<file path="src/rtl/key_debounce_if.sv">
// Button-side bundle for key_debounce: the raw active-low key in, the conditioned
// level and pulses out.
interface key_debounce_if;
    logic key_n;
    logic key_level;
    logic key_press;
    logic key_release;
    logic key_long;
    logic key_held;

    modport master (
        output key_n,
        input  key_level,
        input  key_press,
        input  key_release,
        input  key_long,
        input  key_held
    );

    modport slave (
        input  key_n,
        output key_level,
        output key_press,
        output key_release,
        output key_long,
        output key_held
    );
endinterface

</file>
<file path="src/rtl/key_debounce.sv">
// Debounces one raw active-low push-button into a clean level, press/release pulses
// and a long-press pulse plus flag, all registered in the clk_i domain.
//
// state        | meaning
// IDLE         | released and stable
// PRESS_WAIT   | low samples seen, counting towards an accepted press
// PRESSED      | pressed and stable
// RELEASE_WAIT | high samples seen, counting towards an accepted release
module key_debounce #(
    parameter int DEBOUNCE_TICKS = 3240000,
    parameter int LONG_TICKS     = 324000000
) (
    input  logic           clk_i,
    input  logic           reset_i,
    key_debounce_if.slave  kb_if
);
    localparam int DEB_W  = $clog2(DEBOUNCE_TICKS) + 1;
    localparam int HOLD_W = $clog2(LONG_TICKS) + 1;
    localparam logic [DEB_W-1:0]  DEB_LAST = DEB_W'(DEBOUNCE_TICKS - 1);
    localparam logic [HOLD_W-1:0] HOLD_MAX = HOLD_W'(LONG_TICKS);

    typedef enum logic [1:0] {
        IDLE,
        PRESS_WAIT,
        PRESSED,
        RELEASE_WAIT
    } state_t;

    state_t             state_q, state_d;
    logic               s1_q, s2_q;
    logic [DEB_W-1:0]   deb_cnt_q, deb_cnt_d;
    logic [HOLD_W-1:0]  hold_cnt_q, hold_cnt_d;
    logic [HOLD_W-1:0]  hold_inc;
    logic               level_q, level_d;
    logic               press_q, press_d;
    logic               release_q, release_d;
    logic               long_q, long_d;
    logic               held_q, held_d;
    logic               release_acc;

    assign hold_inc = hold_cnt_q + HOLD_W'(1);

    always_ff @(posedge clk_i) begin
        if (reset_i) begin
            s1_q       <= 1'b1;
            s2_q       <= 1'b1;
            state_q    <= IDLE;
            deb_cnt_q  <= '0;
            hold_cnt_q <= '0;
            level_q    <= 1'b0;
            press_q    <= 1'b0;
            release_q  <= 1'b0;
            long_q     <= 1'b0;
            held_q     <= 1'b0;
        end else begin
            s1_q       <= kb_if.key_n;
            s2_q       <= s1_q;
            state_q    <= state_d;
            deb_cnt_q  <= deb_cnt_d;
            hold_cnt_q <= hold_cnt_d;
            level_q    <= level_d;
            press_q    <= press_d;
            release_q  <= release_d;
            long_q     <= long_d;
            held_q     <= held_d;
        end
    end

    always_comb begin
        state_d     = state_q;
        deb_cnt_d   = deb_cnt_q;
        hold_cnt_d  = hold_cnt_q;
        level_d     = level_q;
        press_d     = 1'b0;
        release_d   = 1'b0;
        long_d      = 1'b0;
        held_d      = held_q;
        release_acc = 1'b0;

        case (state_q)
            IDLE: begin
                if (!s2_q) begin
                    state_d   = PRESS_WAIT;
                    deb_cnt_d = DEB_W'(1);
                end
            end
            PRESS_WAIT: begin
                if (s2_q) begin
                    state_d = IDLE;
                end else if (deb_cnt_q == DEB_LAST) begin
                    state_d    = PRESSED;
                    level_d    = 1'b1;
                    press_d    = 1'b1;
                    hold_cnt_d = '0;
                end else begin
                    deb_cnt_d = deb_cnt_q + DEB_W'(1);
                end
            end
            PRESSED: begin
                if (s2_q) begin
                    state_d   = RELEASE_WAIT;
                    deb_cnt_d = DEB_W'(1);
                end
            end
            RELEASE_WAIT: begin
                if (!s2_q) begin
                    state_d = PRESSED;
                end else if (deb_cnt_q == DEB_LAST) begin
                    state_d     = IDLE;
                    level_d     = 1'b0;
                    release_d   = 1'b1;
                    held_d      = 1'b0;
                    hold_cnt_d  = '0;
                    release_acc = 1'b1;
                end else begin
                    deb_cnt_d = deb_cnt_q + DEB_W'(1);
                end
            end
            default: state_d = IDLE;
        endcase

        // An accepted release on the maturity edge suppresses the long-press.
        if (level_q && !held_q && !release_acc) begin
            hold_cnt_d = hold_inc;
            if (hold_inc == HOLD_MAX) begin
                long_d = 1'b1;
                held_d = 1'b1;
            end
        end
    end

    assign kb_if.key_level   = level_q;
    assign kb_if.key_press   = press_q;
    assign kb_if.key_release = release_q;
    assign kb_if.key_long    = long_q;
    assign kb_if.key_held    = held_q;
endmodule

</file>
<file path="src/flat_wrapper.sv">
// flat-port wrapper written by rule: the top's interface ports become plain ports
module key_debounce_flat 
#(
    parameter int DEBOUNCE_TICKS = 3240000,
    parameter int LONG_TICKS     = 324000000
)
  (clk_i, reset_i, kb_if_key_n, kb_if_key_level, kb_if_key_press, kb_if_key_release, kb_if_key_long, kb_if_key_held);
  key_debounce_if kb_if_i ();
  input  logic clk_i;
  input  logic reset_i;
  input wire logic [$bits(kb_if_i.key_n)-1:0] kb_if_key_n;
  output wire logic [$bits(kb_if_i.key_level)-1:0] kb_if_key_level;
  output wire logic [$bits(kb_if_i.key_press)-1:0] kb_if_key_press;
  output wire logic [$bits(kb_if_i.key_release)-1:0] kb_if_key_release;
  output wire logic [$bits(kb_if_i.key_long)-1:0] kb_if_key_long;
  output wire logic [$bits(kb_if_i.key_held)-1:0] kb_if_key_held;
  assign kb_if_i.key_n = kb_if_key_n;
  assign kb_if_key_level = kb_if_i.key_level;
  assign kb_if_key_press = kb_if_i.key_press;
  assign kb_if_key_release = kb_if_i.key_release;
  assign kb_if_key_long = kb_if_i.key_long;
  assign kb_if_key_held = kb_if_i.key_held;
  key_debounce #(.DEBOUNCE_TICKS(DEBOUNCE_TICKS), .LONG_TICKS(LONG_TICKS)) u_core (.clk_i(clk_i), .reset_i(reset_i), .kb_if(kb_if_i));
endmodule
</file>
<file path="config.mk">
export PLATFORM = sky130hd
export DESIGN_NAME = key_debounce_flat
export DESIGN_NICKNAME = d
export VERILOG_FILES = /design/src/rtl/key_debounce_if.sv /design/src/rtl/key_debounce.sv /design/src/flat_wrapper.sv
export SDC_FILE = /design/constraint.sdc
export NUM_CORES = 1
export LEC_CHECK = 0
export CAP_MARGIN = 20
export CORE_MARGIN = 2
export CORE_UTILIZATION = 41
export CTS_CLUSTER_SIZE = 20
export DETAILED_ROUTE_END_ITERATION = 12
export MAX_ROUTING_LAYER = met4
export PLACE_DENSITY = 0.57
export REMOVE_ABC_BUFFERS = 1
export SLEW_MARGIN = 30
export SYNTH_ARGS = -nofsm -noshare
export SYNTH_HDL_FRONTEND = slang
export SYNTH_SLANG_ARGS = --single-unit
export TNS_END_PERCENT = 10
</file>
<file path="constraint.sdc">
create_clock -name clk_i -period 3.3 [get_ports clk_i]
set_input_delay 0.33 -clock clk_i [delete_from_list [all_inputs] [get_ports clk_i]]
set_output_delay 0.33 -clock clk_i [all_outputs]
set_load 0.05 [all_outputs]
</file>
==> metrics.yaml <==
clocking:
  htreeDepth: 3
  cts-root-buf: "clkbuf_8"
  max-clock-path-buffers: 2
  clk_pin_slew_ns: 0.07
  cts_buffers: 9
  cts_tree: "built"
  cts_resized: 0
  clk_latency_ns: 0.33
  postCtsHoldBufs: 0
  clock_sinks: 62
  post_cts_buffers: 0
floorplanning:
  die_x_um: 94.2
  rows: 32
  start_util: 0.427
  ios: 8
  dieHeight_um: 94.2
  dieArea_um2: 8870
  core_area_um2: 7810
global_route:
  grt_overflow: 0
  grt_pass1_wl_um: 13400
  antenna_found_initial: 0
  grt_max_degree: 39
  grt_pass1_vias: 2722
  grt_usage: 0.195
sta:
  worstMarginPinSlew_ns: 0.754
  fin_setup_tns_ns: 0
  timing.final.crit_share: 0.762
  fin_skew_ns: 0.0104
  holdWs_ns: 0.414
  rsz0062_at_grt: "no"
  timing.fmax_ghz: 0.398
  slew_headroom: 0.494
  hold_violations: 0
  worst_slack_ns: 0.785
  maxSlewViolCount: 0
  period_needed_ns: 2.52
  finalSetupViolCount: 0
setup_path:
  worstPathMaxFanout: 8
  path_class: "flip-flop to flip-flop"
  crit_chain: "ha_1 -> nand3_2 -> nor3_1 -> xor2_1 -> or4_1 -> nor4_1 -> and4_1 -> a31o_1"
  worst_path_max_delay_cell: "dfxtp_1"
  reg2regPathDepth: 8
  start_kind: "flip-flop"
  r2r-start: "u_core.hold_cnt_q[0]"
  cpPeakStageDelay_ns: 0.51
  critPathCaptureType: "flip-flop"
  crit_path_start: "u_core.hold_cnt_q[0]"
  timing.rr.end: "u_core.kb_if.key_held"
  r2r_setup_slack_ns: 0.78
  cp.arrival_ns: 2.79
  required_ns: 3.58
pwr:
  p_leak_nw: 1.23
  pwr-share-comb: 0.068
  pwr-share-seq: 0.538
  power_switching_mw: 0.348
  vdd_drop_max_v: 0.000236
  p_total_mw: 1.41
  power.density_nw_per_um2: 390
  netSwitchingFraction: 0.246
  cell_internal_pwr_mw: 1.07
  pwr-share-clk: 0.394
run:
  drv_cap: 0
final_layout:
  final_layout_size_suffix_gt1_frac: 0.0714
  antenna_cells: 0
  fin_nets: 423
  fillers: 805
  stdcell_area_um2: 3630
  synthToLayoutAreaGrowth_pct: 8.86
  final_cells: 522
  fin_util: 0.465
detailed_routing:
  firstDrtPassIters: 4
  antenna_left: 0
  drc: 0
  wirelength_um: 7790
  wire_per_inst_um: 14.9
  via_count: 2975
  first_iter_violations: 194
  routed_via_density: 5.70
synthesis:
  synth-edff-count: 0
  syn_avg_cell_area_um2: 8.00
  netlist_area_um2: 3330
  ys.flop_type: "dfxtp_1"
  yosysUniqueCellTypes: 53
  ys_seq_area_frac: 0.372
  netlist_instances: 417
  async_flop_share: 0
  synth_seq_cells: 62
  yosys_warnings: 0
hold_path:
  min_to: "u_core.s2_q"
  holdCritPathClass: "flip-flop to flip-flop"
  min-delay-start: "u_core.s1_q"
  whs_path_depth: 1
placement:
  dp_hpwl_um: 5300
  place_ws_ns: 0.820
  port_buffers: 7
  place.gp.congestion: 0.772
  placed_cell_area_um2: 3470
  numPlacedInstances: 508
run_status:
  status: "complete, no violations"
-- cells in the final DEF (no fill, tap or decap), types with 2 or more instances in the layout --
| cell | instances |
|---|---|
| a21oi_1 | 31 |
| a31oi_1 | 9 |
| and3_1 | 10 |
| a21o_1 | 3 |
| nand3b_1 | 3 |
| nand2_1 | 31 |
| a22oi_1 | 3 |
| nor2b_1 | 2 |
| xnor2_1 | 8 |
| nand4_1 | 16 |
| nand4_4 | 2 |
| o21ai_0 | 21 |
| nor4_1 | 10 |
| nand4b_1 | 4 |
| or2_2 | 2 |
| dfxtp_1 | 62 |
| ha_1 | 3 |
| nor2_1 | 52 |
| and4_1 | 6 |
| nor3_1 | 12 |
| clkbuf_8 | 10 |
| clkdlybuf4s50_1 | 7 |
| nand3_1 | 26 |
| a311oi_1 | 4 |
| a211oi_1 | 5 |
| xor2_1 | 22 |
| and2_1 | 6 |
| nand2b_1 | 2 |
| or3_1 | 7 |
| nor4b_1 | 3 |
| buf_4 | 6 |
| clkbuf_1 | 2 |
| clkinv_2 | 2 |
| inv_1 | 7 |
-- synth_stat cells, types with 10 or more instances --
library cell	instances	area share
nor3_1	12	0.018
xor2_1	22	0.058
a21oi_1	31	0.047
nand3_1	26	0.039
nand2_1	31	0.035
nor2_1	52	0.059
dfxtp_1	62	0.37
buf_2	13	0.020
nand4_1	16	0.030
and3_1	10	0.019
nor4_1	10	0.019
o21ai_0	22	0.033
-- layout make-up --
cell class                 count  area, um2  area share
clock buffer                  12        145      0.0400
clock inverter                 2       10.0     0.00276
inverter                       7       26.3     0.00724
multi-input combinational    323       1940       0.536
sequential                    62       1240       0.342
tap                          102        128      0.0352
timing repair buffer          14        135      0.0372
-- power groups by stage --
| stage | clock (mW) | sequential (mW) | combinational [mW] |
|---|---|---|---|
| 2_1_floorplan | 0 | 0.780 | 0.0483 |
| 3_3_place_gp | 0 | 0.776 | 0.0957 |
| 3_5_place_dp | 0 | 0.777 | 0.0967 |
| 4_1_cts | 0.580 | 0.760 | 0.0971 |
| 5_1_grt | 0.610 | 0.761 | 0.107 |
| 6_report | 0.557 | 0.760 | 0.0968 |
-- kinds of logic (layout without fill, tap and decap cells) --
group	count (synthesis)	in the layout	synth area share
and+or+nand+nor	201	201	0.331
buffers and inverters	32	35	0.0447
DFF	62	62	0.372
AOI/OAI and AO/OA	89	89	0.162
adders and majority gates	3	3	0.0113
xor gates and xnor gates	30	30	0.0788
-- worst max path at each step --
stage,endpoint,depth (start not counted)
2_1_floorplan,u_core.kb_if.key_held,8
3_3_place_gp,u_core.kb_if.key_held,8
6_report,u_core.kb_if.key_held,8
4_1_cts,u_core.kb_if.key_held,8
5_1_grt,u_core.kb_if.key_held,8
3_5_place_dp,u_core.kb_if.key_held,8
-- worst max-delay path, delay by kind of cell, from the launching register on --
family	cells	cell delay (ns)
flops	1	0.51
simple gates	5	1.43
xor+xnor	1	0.10
compound gates	1	0.09
fa+ha+maj	1	0.35
-- routing by layer --
layer | GRT usage | vias up | part of all wire
li1 | - | 1509 | -
met1 | 0.290 | 1407 | 0.54
met2 | 0.267 | 47 | 0.42
met3 | 0.0273 | 12 | 0.028
met4 | 0.0676 | 0 | 0.011
met5 | - | - | 0
-- sequential cells by signal, indices dropped and copies added, names as in the netlist, named ones only --
signal and flops:
u_core.deb_cnt_q 23, u_core.hold_cnt_q 30, u_core.kb_if.key_held 1, u_core.kb_if.key_level 1, u_core.kb_if.key_long 1, u_core.kb_if.key_press 1
u_core.kb_if.key_release 1, u_core.s1_q 1, u_core.s2_q 1, u_core.state_q 1
No activity file was read; power rests on OpenSTA's default activity.
